--- src/rtl/load_store_unit.sv ---
// load_store_unit
//   Bridges the execute stage to a word-organised data_memory. Byte-addressed
//   loads/stores become word-indexed accesses; byte/half stores do a
//   read-modify-write, word stores write straight through; byte/half loads are
//   sign- or zero-extended. One request in flight, valid/ready upstream.
//
// Parameters
//   MEM_WORDS   data_memory depth in words (power of 2), word index wraps
//   BIG_ENDIAN  0: byte k at bits[8k+7:8k]; 1: byte k at bits[31-8k:24-8k]
//
// Configuration macro
//   LSU_MISALIGN_TRAP_EN  defined: misaligned half/word requests skip memory
//                         and respond after one cycle with RespFault=1.
//                         undefined: misaligned low bits are ignored and
//                         RespFault is tied 0.
//
// Ports
//   clk, rst                 clock, synchronous active-high reset
//   ReqValid/ReqReady        request handshake
//   ReqWrite/ReqSize/ReqSigned/ReqAddr/ReqWData   request fields
//   RespValid/RespRData/RespFault                 one-cycle response
//   MemAddress/MemWriteData/MemWrite/MemReadData  data_memory side
module load_store_unit #(
  parameter int MEM_WORDS  = 256,
  parameter bit BIG_ENDIAN = 1'b0
) (
  input  logic        clk,
  input  logic        rst,
  input  logic        ReqValid,
  output logic        ReqReady,
  input  logic        ReqWrite,
  input  logic [1:0]  ReqSize,
  input  logic        ReqSigned,
  input  logic [31:0] ReqAddr,
  input  logic [31:0] ReqWData,
  output logic        RespValid,
  output logic [31:0] RespRData,
  output logic        RespFault,
  output logic [31:0] MemAddress,
  output logic [31:0] MemWriteData,
  output logic        MemWrite,
  input  logic [31:0] MemReadData
);

  localparam logic [31:0] ADDR_MASK = 32'(MEM_WORDS - 1);

  typedef enum logic [1:0] {IDLE, READ, WRITE, RESP} state_t;
  state_t state, nextState;

  logic        wrQ, signedQ, faultQ;
  logic [1:0]  sizeQ, lowQ;
  logic [31:0] wdataQ, holdQ;

  logic        accept, reqMis;
  logic [4:0]  byteSh, halfSh;
  logic [31:0] laneMask, laneData, mergedWord, loadData;
  logic [7:0]  ldByte;
  logic [15:0] ldHalf;

  assign accept = ReqValid && ReqReady;

  always_comb begin
`ifdef LSU_MISALIGN_TRAP_EN
    reqMis = (ReqSize == 2'b01 && ReqAddr[0]) || (ReqSize[1] && ReqAddr[1:0] != 2'b00);
`else
    reqMis = 1'b0;
`endif
  end

  // State register
  always_ff @(posedge clk) begin
    if (rst) state <= IDLE;
    else     state <= nextState;
  end

  // Next-state logic
  always_comb begin
    nextState = state;
    case (state)
      IDLE:    if (accept) begin
                 if (reqMis)                      nextState = RESP;
                 else if (ReqWrite && ReqSize[1]) nextState = WRITE;
                 else                             nextState = READ;
               end
      READ:    nextState = wrQ ? WRITE : RESP;
      WRITE:   nextState = RESP;
      default: nextState = IDLE;
    endcase
  end

  // Request latch and read holding register; MemAddress is the latched word index
  always_ff @(posedge clk) begin
    if (rst) begin
      wrQ        <= 1'b0;
      sizeQ      <= 2'b00;
      signedQ    <= 1'b0;
      lowQ       <= 2'b00;
      wdataQ     <= '0;
      holdQ      <= '0;
      faultQ     <= 1'b0;
      MemAddress <= '0;
    end else begin
      if (accept) begin
        wrQ        <= ReqWrite;
        sizeQ      <= ReqSize;
        signedQ    <= ReqSigned;
        lowQ       <= ReqAddr[1:0];
        wdataQ     <= ReqWData;
        faultQ     <= reqMis;
        MemAddress <= {2'b00, ReqAddr[31:2]} & ADDR_MASK;
      end
      if (state == READ) holdQ <= MemReadData;
    end
  end

  // Lane positions: big-endian mirrors the byte index (8*(3-k) == 8*~k)
  assign byteSh = BIG_ENDIAN ? {~lowQ, 3'b000}   : {lowQ, 3'b000};
  assign halfSh = BIG_ENDIAN ? {~lowQ[1], 4'b0000} : {lowQ[1], 4'b0000};

  // sizeQ[0] distinguishes half from byte whenever the access is not a word
  assign laneMask   = sizeQ[0] ? (32'h0000_FFFF << halfSh) : (32'h0000_00FF << byteSh);
  assign laneData   = sizeQ[0] ? (wdataQ << halfSh)        : (wdataQ << byteSh);
  assign mergedWord = (holdQ & ~laneMask) | (laneData & laneMask);

  assign ldByte = 8'(holdQ >> byteSh);
  assign ldHalf = 16'(holdQ >> halfSh);

  always_comb begin
    if (sizeQ[1])      loadData = holdQ;
    else if (sizeQ[0]) loadData = {{16{signedQ & ldHalf[15]}}, ldHalf};
    else               loadData = {{24{signedQ & ldByte[7]}}, ldByte};
  end

  // Outputs; rst gates the strobes so a reset cycle never writes or responds
  always_comb begin
    ReqReady     = (state == IDLE) && !rst;
    MemWrite     = (state == WRITE) && !rst;
    MemWriteData = '0;
    if (state == WRITE) MemWriteData = sizeQ[1] ? wdataQ : mergedWord;
    RespValid    = (state == RESP) && !rst;
    RespRData    = '0;
    if (RespValid && !wrQ && !faultQ) RespRData = loadData;
`ifdef LSU_MISALIGN_TRAP_EN
    RespFault    = RespValid && faultQ;
`else
    RespFault    = 1'b0;
`endif
  end

endmodule

--- config.mk ---
export PLATFORM = sky130hd
export DESIGN_NAME = load_store_unit
export DESIGN_NICKNAME = d
export VERILOG_FILES = /design/src/rtl/load_store_unit.sv
export SDC_FILE = /design/constraint.sdc
export NUM_CORES = 1
export LEC_CHECK = 0
export CAP_MARGIN = 0
export CELL_PAD_IN_SITES_DETAIL_PLACEMENT = 0
export CELL_PAD_IN_SITES_GLOBAL_PLACEMENT = 1
export CORE_AREA = 2 2 118 131
export CTS_BUF_LIST = sky130_fd_sc_hd__clkbuf_4 sky130_fd_sc_hd__clkbuf_8
export DETAILED_ROUTE_END_ITERATION = 8
export DIE_AREA = 0 0 120 133
export PLACE_DENSITY = 0.88
export SLEW_MARGIN = 20
export SYNTH_ARGS = -nofsm -noshare
export SYNTH_HDL_FRONTEND = slang
export SYNTH_SLANG_ARGS = --single-unit
export TNS_END_PERCENT = 50
--- constraint.sdc ---
create_clock -name clk -period 3 [get_ports clk]
set_clock_uncertainty 0.05 [all_clocks]
set_input_delay 0.45 -clock clk [delete_from_list [all_inputs] [get_ports clk]]
set_output_delay 0.45 -clock clk [all_outputs]
set_load 0.02 [all_outputs]
==> results.md <==
- For this configuration, the core starts out at a cell density of 33.0%.
- The worst hold slack across all endpoints is 422 ps.
- The maximum vdd ir drop is 359 uV.
- Clock tree synthesis selected as its root buffer the cell clkbuf_8.
- The portion of the clock cycle consumed by the worst path in the final layout is 97.1%.
- The first global-routing pass estimated 23900 um of wire.
- The flow ran to the end, and the final reports show no timing, DRC or antenna violations.
- After synthesis, the most frequently instantiated cells are 80 x dfxtp_1, 75 x nand2_1, 60 x nor2_1, 57 x mux2i_1, 50 x o21ai_0.
- For the worst setup path, the data required time is 2500 ps.
- The clock tree from TritonCTS is built.
- In this run the number of H-tree levels came out at 3.
- In this run the most critical hold path is launched from wdataQ[18].
- The net switching component of the power is 1620 uW.
- The count of nets left with antenna violations once routing finished came out at 0.
- The latest clock arrival within the worst-skew pair is 360 ps.
- The xor/xnor share of the synthesized area is 0%.
- The area of the core is 0.0148 mm^2.
- The number of warnings issued by yosys is 0.
- Per report_power, the clock group accounts for 22.8% of the total.
- The power per unit of standard cell area is 617 mW/mm^2.
- Setup violations remaining at the end of the flow were counted as 0.
- The type of the worst setup path is reg -> out.
- In this run the worst hold path is classified as reg -> reg.
- The floorplan step set the die height to 133 um.
- The antenna diode count is 0.
- 203 I/O pins were placed.
- The top flip-flop cell by instance count after synthesis is dfxtp_1.
- The total internal power is 2600 uW.
- The aggregate routed wire length is 15800 um.
- The maximum number of pins on one net before global-route repair is 83.
- The total standard cell area after synthesis is 0.00488 mm^2.
- The largest total area in the synthesized netlist belongs to dfxtp_1.
- The kind of end point of the critical path is a primary output.
- Dividing the detail-routed wire length by the instance count gives 16.8 um.
- The timing-limited maximum frequency is 0.343 GHz.
- After routing the design area is 0.00684 mm^2.
- The detailed router placed 4595 vias in this run.
- By area the synthesized netlist is led by dfxtp_1 33%, mux2i_1 12%, nand2_1 5.8%.
- The number of fill cells in the layout is 1481.
- The area fraction in and, or, nand and nor cells after synthesis is 24.6%.
- The count of hold-fix buffers inserted at cts is 0.
- Data on the critical path arrives at its endpoint at 2410 ps.
- The number of optimization iterations in the first detailed-route pass is 5.
- The mux share of post-synthesis cell area is 14.1%.
- The number of buffers added on ports is 155.
- The count of endpoints failing hold in the final timing report is 0.
- Compared with the post-synthesis result, the final layout area differs by 40.3%.
- The biggest fanout along the worst timing path is 19.
- The number of cells on the worst reg-to-reg path is 7.
- The sequential cell area fraction in the yosys report is 32.8%.
- The placed instances occupy a cell area of 0.00650 mm^2.
- Clock tree synthesis found a total of 80 sinks.
- Counting flops with a built-in enable in the synthesized netlist gives 0.
- The startpoint of the worst-slack reg-to-reg timing path is state[0].
- The total congestion overflow after global routing is 0.
- The leakage power total is 0.00282 uW.
- The overall die area is 0.0160 mm^2.
- The via-per-instance ratio is 4.89.
- For the pin with the worst max-slew slack, the measured transition is 773 ps.
- The number of library cell types mapped by synthesis is 42.
- The worst slew margin relative to its limit is 48.5%.
- The HPWL after detailed placement is 11400 um.
- Along the worst hold path, the cell count comes to 2.
- The synthesized area per cell is 8.09 um^2.
- Cells with a size suffix above 1 make up 9.81% of the layout.
- In this run the core area contains 47 standard-cell rows.
- The area share of the largest cell type after synthesis is 32.8%.
- STA classifies the critical path startpoint as a register.
- The share of synthesized cell area in full adder, half adder and majority cells is 1.03%.
- The congestion estimate from routability-driven global placement came to 0.879.
- The global-route usage over all layers is 19.4%.
- The beginning of the critical path is lowQ[1].
- The dominant combinational cell family by area after synthesis is simple AND/OR/NAND/NOR gates.
- The floorplan step set the die width to 120 um.
- The remaining design rule violation count is 0.
- The gate count after technology mapping is 603.
- Clock-pin slew was measured on the worst setup and hold paths at 90 ps.
- The initial antenna violation count is 0.
- The final-stage net count is 846.
- The fraction of power consumed by combinational cells is 40.7%.
- Buffers inserted during clock tree synthesis total 9.
- The number of max-slew violations in the final report is 0.
- In this run switching power makes up 38.4% of total power.
- The share of total power dissipated in sequential elements is 36.5%.
- The clock period could shrink to 2910 ps.
- After synthesis, the share of flip-flops with an asynchronous set or reset is 0%.
- The via count of the first global-routing pass is 4224.
- After synthesis the netlist holds a flip-flop and latch count of 80.
- The total of max-cap violations is 0.
- The fraction of the mapped netlist area in compound gates is 18.3%.
- The longest clock path from root to sink contains 2 buffers.
- The leading cell type by number of instances after synthesis is dfxtp_1.
- The detailed router finished its first iteration with 326 violations.
[sequential cells by signal, summed over array words and instances (netlist names)]
name        count
MemAddress      8
holdQ          32
lowQ            2
signedQ         1
sizeQ           2
state           2
wdataQ         32
wrQ             1
[final timing paths]
path                                          to  slack, ps
worst max-delay path            MemWriteData[26]         90
worst min-delay path                  wdataQ[18]        420
worst max register to register         wdataQ[6]       1140
worst min register to register        wdataQ[18]        420
[worst max-delay path: stages (launching register included)]
cell and delay, ps:
dfxtp_1 330, buf_6 170, inv_1 220, nor2_1 80, buf_4 190, and2_1 160
o31ai_2 220, clkdlybuf4s50_1 660
[cells by family (layout without fill, tap and decap cells)]
logic type	count (synthesis)	in the layout
and+or+nand+nor	244	244
buffers and inverters	79	196
muxes	66	66
AOI/OAI and AO/OA	129	129
other	1	25
DFF	80	80
adders and majority gates	4	4
[cell type report]
type / instances / area (um^2) / share of cell area [%]
clock buffers: 14 / 180 / 2.63
clock inverters: 2 / 60.1 / 0.878
inverters: 7 / 30.0 / 0.439
multi-input cells: 468 / 2960 / 43.2
flip-flops and latches: 80 / 1600 / 23.4
well taps: 196 / 245 / 3.58
repair buffers: 173 / 1770 / 25.9
[timing repair]
item | in CTS | in global routing
setup buffers | 0 | 1
gates resized for setup | 8 | 25
pin swaps | 0 | 1
endpoints found under the setup margin | 30 | 46
[through the flow]
stage / power, uW / TNS [ps] / setup slack (ps) / util (%) / std cells
2_1_floorplan: 2660 / 0 / 601 / - / 627
3_3_place_gp: 3220 / 0 / 207 / 44.0 / 923
3_5_place_dp: 3230 / 0 / 159 / 44.0 / 923
4_1_cts: 4220 / -4.26 / -3.78 / 45.8 / 939
5_1_grt: 4470 / -5.00 / -5.00 / 46.4 / 940
6_report: 4220 / 0 / 87.0 / 46.4 / 940
[power by group through the flow]
stage / registers, uW / logic, uW / clock network, uW
2_1_floorplan: 1460 / 1200 / 0
3_3_place_gp: 1550 / 1670 / 0
3_5_place_dp: 1550 / 1680 / 0
4_1_cts: 1530 / 1690 / 989
5_1_grt: 1570 / 1880 / 1030
6_report: 1540 / 1720 / 963
[routing by layer]
layer	track usage (%)	routed length, um	part of all wire, %
met4	4.05	114	0.72
met2	31.2	7420	47
met3	4.91	1180	7.4
met1	26.3	7100	45
met5	0	0	0
[cell usage in the layout, fill, tap and decap left out, types with 2 or more instances in the layout]
master	netlist	final
nor2b_1	20	20
nor2_2	1	3
a21oi_4	3	3
ha_1	4	3
nand3_1	16	16
mux2_1	8	8
a222oi_1	7	7
mux2i_1	57	57
a21oi_1	25	25
clkdlybuf4s50_1	0	131
buf_12	0	3
o32ai_1	7	7
o31ai_1	15	14
nand2b_1	43	43
o21ai_0	50	50
nor2_1	60	58
and2_1	15	14
dlygate4sd2_1	0	3
nor3_2	8	7
dfxtp_2	0	2
a21oi_2	8	8
conb_1	1	25
dlymetal6s2s_1	0	20
dfxtp_1	80	78
nand2_1	75	75
nor3_1	3	3
o31ai_2	5	6
clkbuf_4	0	2
inv_1	7	6
bufinv_16	0	2
clkbuf_8	0	12
buf_4	26	14
Power figures use the tool's default switching activity.
==> patch 1 (same flow settings) <==
The option `LSU_MISALIGN_TRAP_EN` is turned on by a define.
--- a/src/rtl/load_store_unit.sv
+++ b/src/rtl/load_store_unit.sv
@@ -20,6 +20,8 @@
 //   ReqWrite/ReqSize/ReqSigned/ReqAddr/ReqWData   request fields
 //   RespValid/RespRData/RespFault                 one-cycle response
 //   MemAddress/MemWriteData/MemWrite/MemReadData  data_memory side
+`define LSU_MISALIGN_TRAP_EN
+
 module load_store_unit #(
   parameter int MEM_WORDS  = 256,
   parameter bit BIG_ENDIAN = 1'b0
Function: changed (a bounded check fails within 4 cycles, from zero or initial values and one cycle with rst high).
==> patch 1 against the original RTL <==
Routed wire length up 5.4%. First-iteration DRC count fell by 10%. Register-to-register slack worse by 0.20 ns. Area after synthesis shrank 0.31%. Cell area grew 0.11%. Power is 9.0% higher. Sequential cell count grew 1. Die area is the same. Setup slack gained 0.0019 ns.
==> patch 1: results (changes against the original RTL) <==
[power_and_ir_drop]
ir_drop_mv=0.273  ; was 0.359 mV
internal_power_w=0.00275  ; was 0.00260 W
leakagePower_nw=3.31  ; was 2.82 nW
p_sw_w=0.00186  ; was 0.00162 W

[routing]
routed_via_density=5.06  ; was 4.89
drtIter0Drc=293  ; was 326
wl_met2_mm=7.89  ; was 7.42 mm
wirelength_mm=16.7  ; was 15.8 mm
drt-met1-wl_mm=7.32  ; was 7.10 mm
met3_length_mm=1.02  ; was 1.18 mm

[outcome]
outcome=finished clean  ; unchanged

[finish]
drive_gt1_share_pct=9.63  ; was 9.81%
instances_no_fill=933  ; was 940
nets=843  ; was 846

[place]
port-buffer-count=156  ; was 155
place_area_um2=6540  ; was 6500 um^2
post-dp-hpwl_mm=12.6  ; was 11.4 mm
finalWeightedCongestion=0.919  ; was 0.879

[setup_path]
cpPeakStageDelay_ns=0.64  ; was 0.66 ns
critPathMaxFanout=8  ; was 19

[grt]
met3_usage_pct=4.53  ; was 4.91%
grt_usage_pct=20.7  ; was 19.4%
grt_max_degree=52  ; was 83
grt_util_met2_pct=33.3  ; was 31.2%
met1_usage_pct=26.6  ; was 26.3%

[hold_path]
worstHoldStart=wdataQ[17]$_SDFFE_PP0P_  ; was wdataQ[18]$_SDFFE_PP0P_

[yosys]
yosysSeqAreaShare_pct=33.4  ; was 32.8%
synth_compound_area_share_pct=16.5  ; was 18.3%
synth_area_leaders=dfxtp_1 (33%), mux2i_1 (12%), nand2_1 (8.3%), nand3b_1 (6.9%), nor2_1 (4.2%)  ; was dfxtp_1 (33%), mux2i_1 (12%), nand2_1 (5.8%), nand2b_1 (5.5%), o21ai_0 (5.1%)
synthTopCellsByCount=nand2_1 (108), dfxtp_1 (81), mux2i_1 (58)  ; was dfxtp_1 (80), nand2_1 (75), nor2_1 (60)
muxShareOfSynthArea_pct=14.0  ; was 14.1%
synthAdderAreaFrac_pct=1.29  ; was 1.03%
syn_inst=590  ; was 603

[timing]
min_period_over_period_pct=97.0  ; was 97.1%
hold_ws_ns=0.426  ; was 0.422 ns
tightestPinTransition_ns=0.685  ; was 0.773 ns

patch 1: cell count changes in the layout (fill, tap and decap cells not counted), sizes merged, moves of 11 or more:
cell / change
a21o: +17
nand2b: -40
a21oi: -16
o21ai: -41
nand3b: +45
nand2: +34
dlygate4sd2: +18
clkdlybuf4s50: -14
a211oi: +11
patch 1: area by class of cell:
type                       count  area [um^2]
tap                          196          245
fill                        1462         7910
inverter                       6         25.0
timing repair buffer         179         1790
sequential                    81         1630
clock buffer                  10          138
clock inverter                 3         67.6
multi-input combinational    458         2960
patch 1: worst paths after layout:
check                                  to  cells past startpoint
setup reg to reg  wdataQ[16]$_SDFFE_PP0P_                      7
hold / removal    wdataQ[17]$_SDFFE_PP0P_                      2
hold reg to reg   wdataQ[17]$_SDFFE_PP0P_                      2
setup / recovery             RespRData[1]                      6
patch 1: timing repair:
action / in CTS / in global routing
resized for setup: 28 / 24
setup buffers: 2 / 1
setup endpoints to repair: 46 / 27
pin swaps: 1 / 0
==> patch 2 (same settings) <==
Without the edit above. Encoding of `state_t`: now Gray code (2 bits for 4 states).
--- a/src/rtl/load_store_unit.sv
+++ b/src/rtl/load_store_unit.sv
@@ -44,7 +44,7 @@
 
   localparam logic [31:0] ADDR_MASK = 32'(MEM_WORDS - 1);
 
-  typedef enum logic [1:0] {IDLE, READ, WRITE, RESP} state_t;
+  typedef enum logic [1:0] {IDLE = 2'b00, READ = 2'b01, WRITE = 2'b11, RESP = 2'b10} state_t;
   state_t state, nextState;
 
   logic        wrQ, signedQ, faultQ;
Behaviour: no difference found for any inputs over 10 cycles, from zero or initial values and one cycle with rst high; not proved beyond that.
==> patch 2 against the original RTL <==
Area after synthesis is 3.6% lower. Hold slack better by 0.0067 ns. Cell area is 2.7% lower. Sequential cell count stayed put. Synthesized cell count is 8.6% higher. Die area stayed put. Setup slack worse by 0.058 ns. Routed wire length is 0.44% lower. Sequential share of layout area is 0.60 points higher. Critical endpoint is now RespRData[5]. Largest cell class unchanged.
Power is not compared: it rests on default switching activity, and its combinational part moved more than twofold at a synthesized area within 25%.
==> patch 2: results (changes against the original RTL) <==
[setup_path]
cpPeakStageDelay_ns=0.60  ; was 0.66 ns
r2r_cells=3  ; was 7
startpoint=lowQ[0]$_SDFFE_PP0P_  ; was lowQ[1]$_SDFFE_PP0P_
critPathMaxFanout=14  ; was 19
r2r-end=holdQ[8]$_SDFFE_PP0N_  ; was wdataQ[6]$_SDFFE_PP0P_

[place]
dpl.cell_count=971  ; was 923
pre_cts_slack_ns=0.293  ; was 0.159 ns
place_area_um2=6300  ; was 6500 um^2
post-dp-hpwl_mm=11.6  ; was 11.4 mm

[routing]
routedWlPerCell_um=15.9  ; was 16.8 um
routed_via_density=4.90  ; was 4.89
drt-met1-wl_mm=7.12  ; was 7.10 mm
wl_met2_mm=7.20  ; was 7.42 mm

[yosys]
muxShareOfSynthArea_pct=2.61  ; was 14.1%
synthAdderAreaFrac_pct=0  ; was 1.03%
yosysSeqAreaShare_pct=34.1  ; was 32.8%
synthTopCellsByCount=nand2_1 (182), dfxtp_1 (80), nor2_1 (52)  ; was dfxtp_1 (80), nand2_1 (75), nor2_1 (60)
syn_avg_cell_area_um2=7.18  ; was 8.09 um^2
synth_compound_area_share_pct=23.0  ; was 18.3%
synth_area_leaders=dfxtp_1 (34%), nand2_1 (15%), nand2b_1 (6.0%), a21oi_1 (5.0%), o21ai_0 (4.7%)  ; was dfxtp_1 (33%), mux2i_1 (12%), nand2_1 (5.8%), nand2b_1 (5.5%), o21ai_0 (5.1%)

[grt]
met3_usage_pct=4.27  ; was 4.91%
grt_max_degree=87  ; was 83
grt_pass1_wl_mm=24.3  ; was 23.9 mm
grt_usage_pct=19.4  ; about the same
grt_util_met2_pct=30.4  ; was 31.2%

[finish]
drive_gt1_share_pct=10.5  ; was 9.81%
final_common_cell=nand2_1  ; was clkdlybuf4s50_1
instances_no_fill=987  ; was 940
nets=889  ; was 846

[timing]
hold_ws_ns=0.429  ; was 0.422 ns
tightestPinTransition_ns=1.12  ; was 0.773 ns

[outcome]
outcome=finished clean  ; unchanged

[hold_path]
whs_endpoint=MemAddress[2]$_SDFFE_PP0P_  ; was wdataQ[18]$_SDFFE_PP0P_

[patch 2: cell types whose count changed after synthesis, sizes merged, moves of 16 or more]
cell   before  now
nor2b      20    3
o32ai       7   23
a21oi      36   58
nand2      76  182
o31ai      20    3
mux2i      57    1
[patch 2: area by class of cell]
type,instances,area (um^2),share of cell area [%]
clock buffers,9,124,1.86
repair buffers,173,1790,26.8
multi-input cells,517,2780,41.7
flip-flops and latches,80,1600,24.0
inverters,5,18.8,0.282
clock inverters,7,110,1.65
well taps,196,245,3.68
[patch 2: timing repair]
action	in CTS	in global routing
setup endpoints to repair	22	52
gates resized for setup	13	40
pin swaps	0	1
[patch 2: worst max-delay path by stage]
stage,end,slack [ns],cells after the start
finish,RespRData[5],0.03,6
global route,MemWriteData[24],-0.06,4
CTS,MemWriteData[26],-0.01,6
detailed placement,MemWriteData[11],0.29,6
global placement,MemWriteData[9],0.30,5
floorplan,RespRData[15],0.78,6
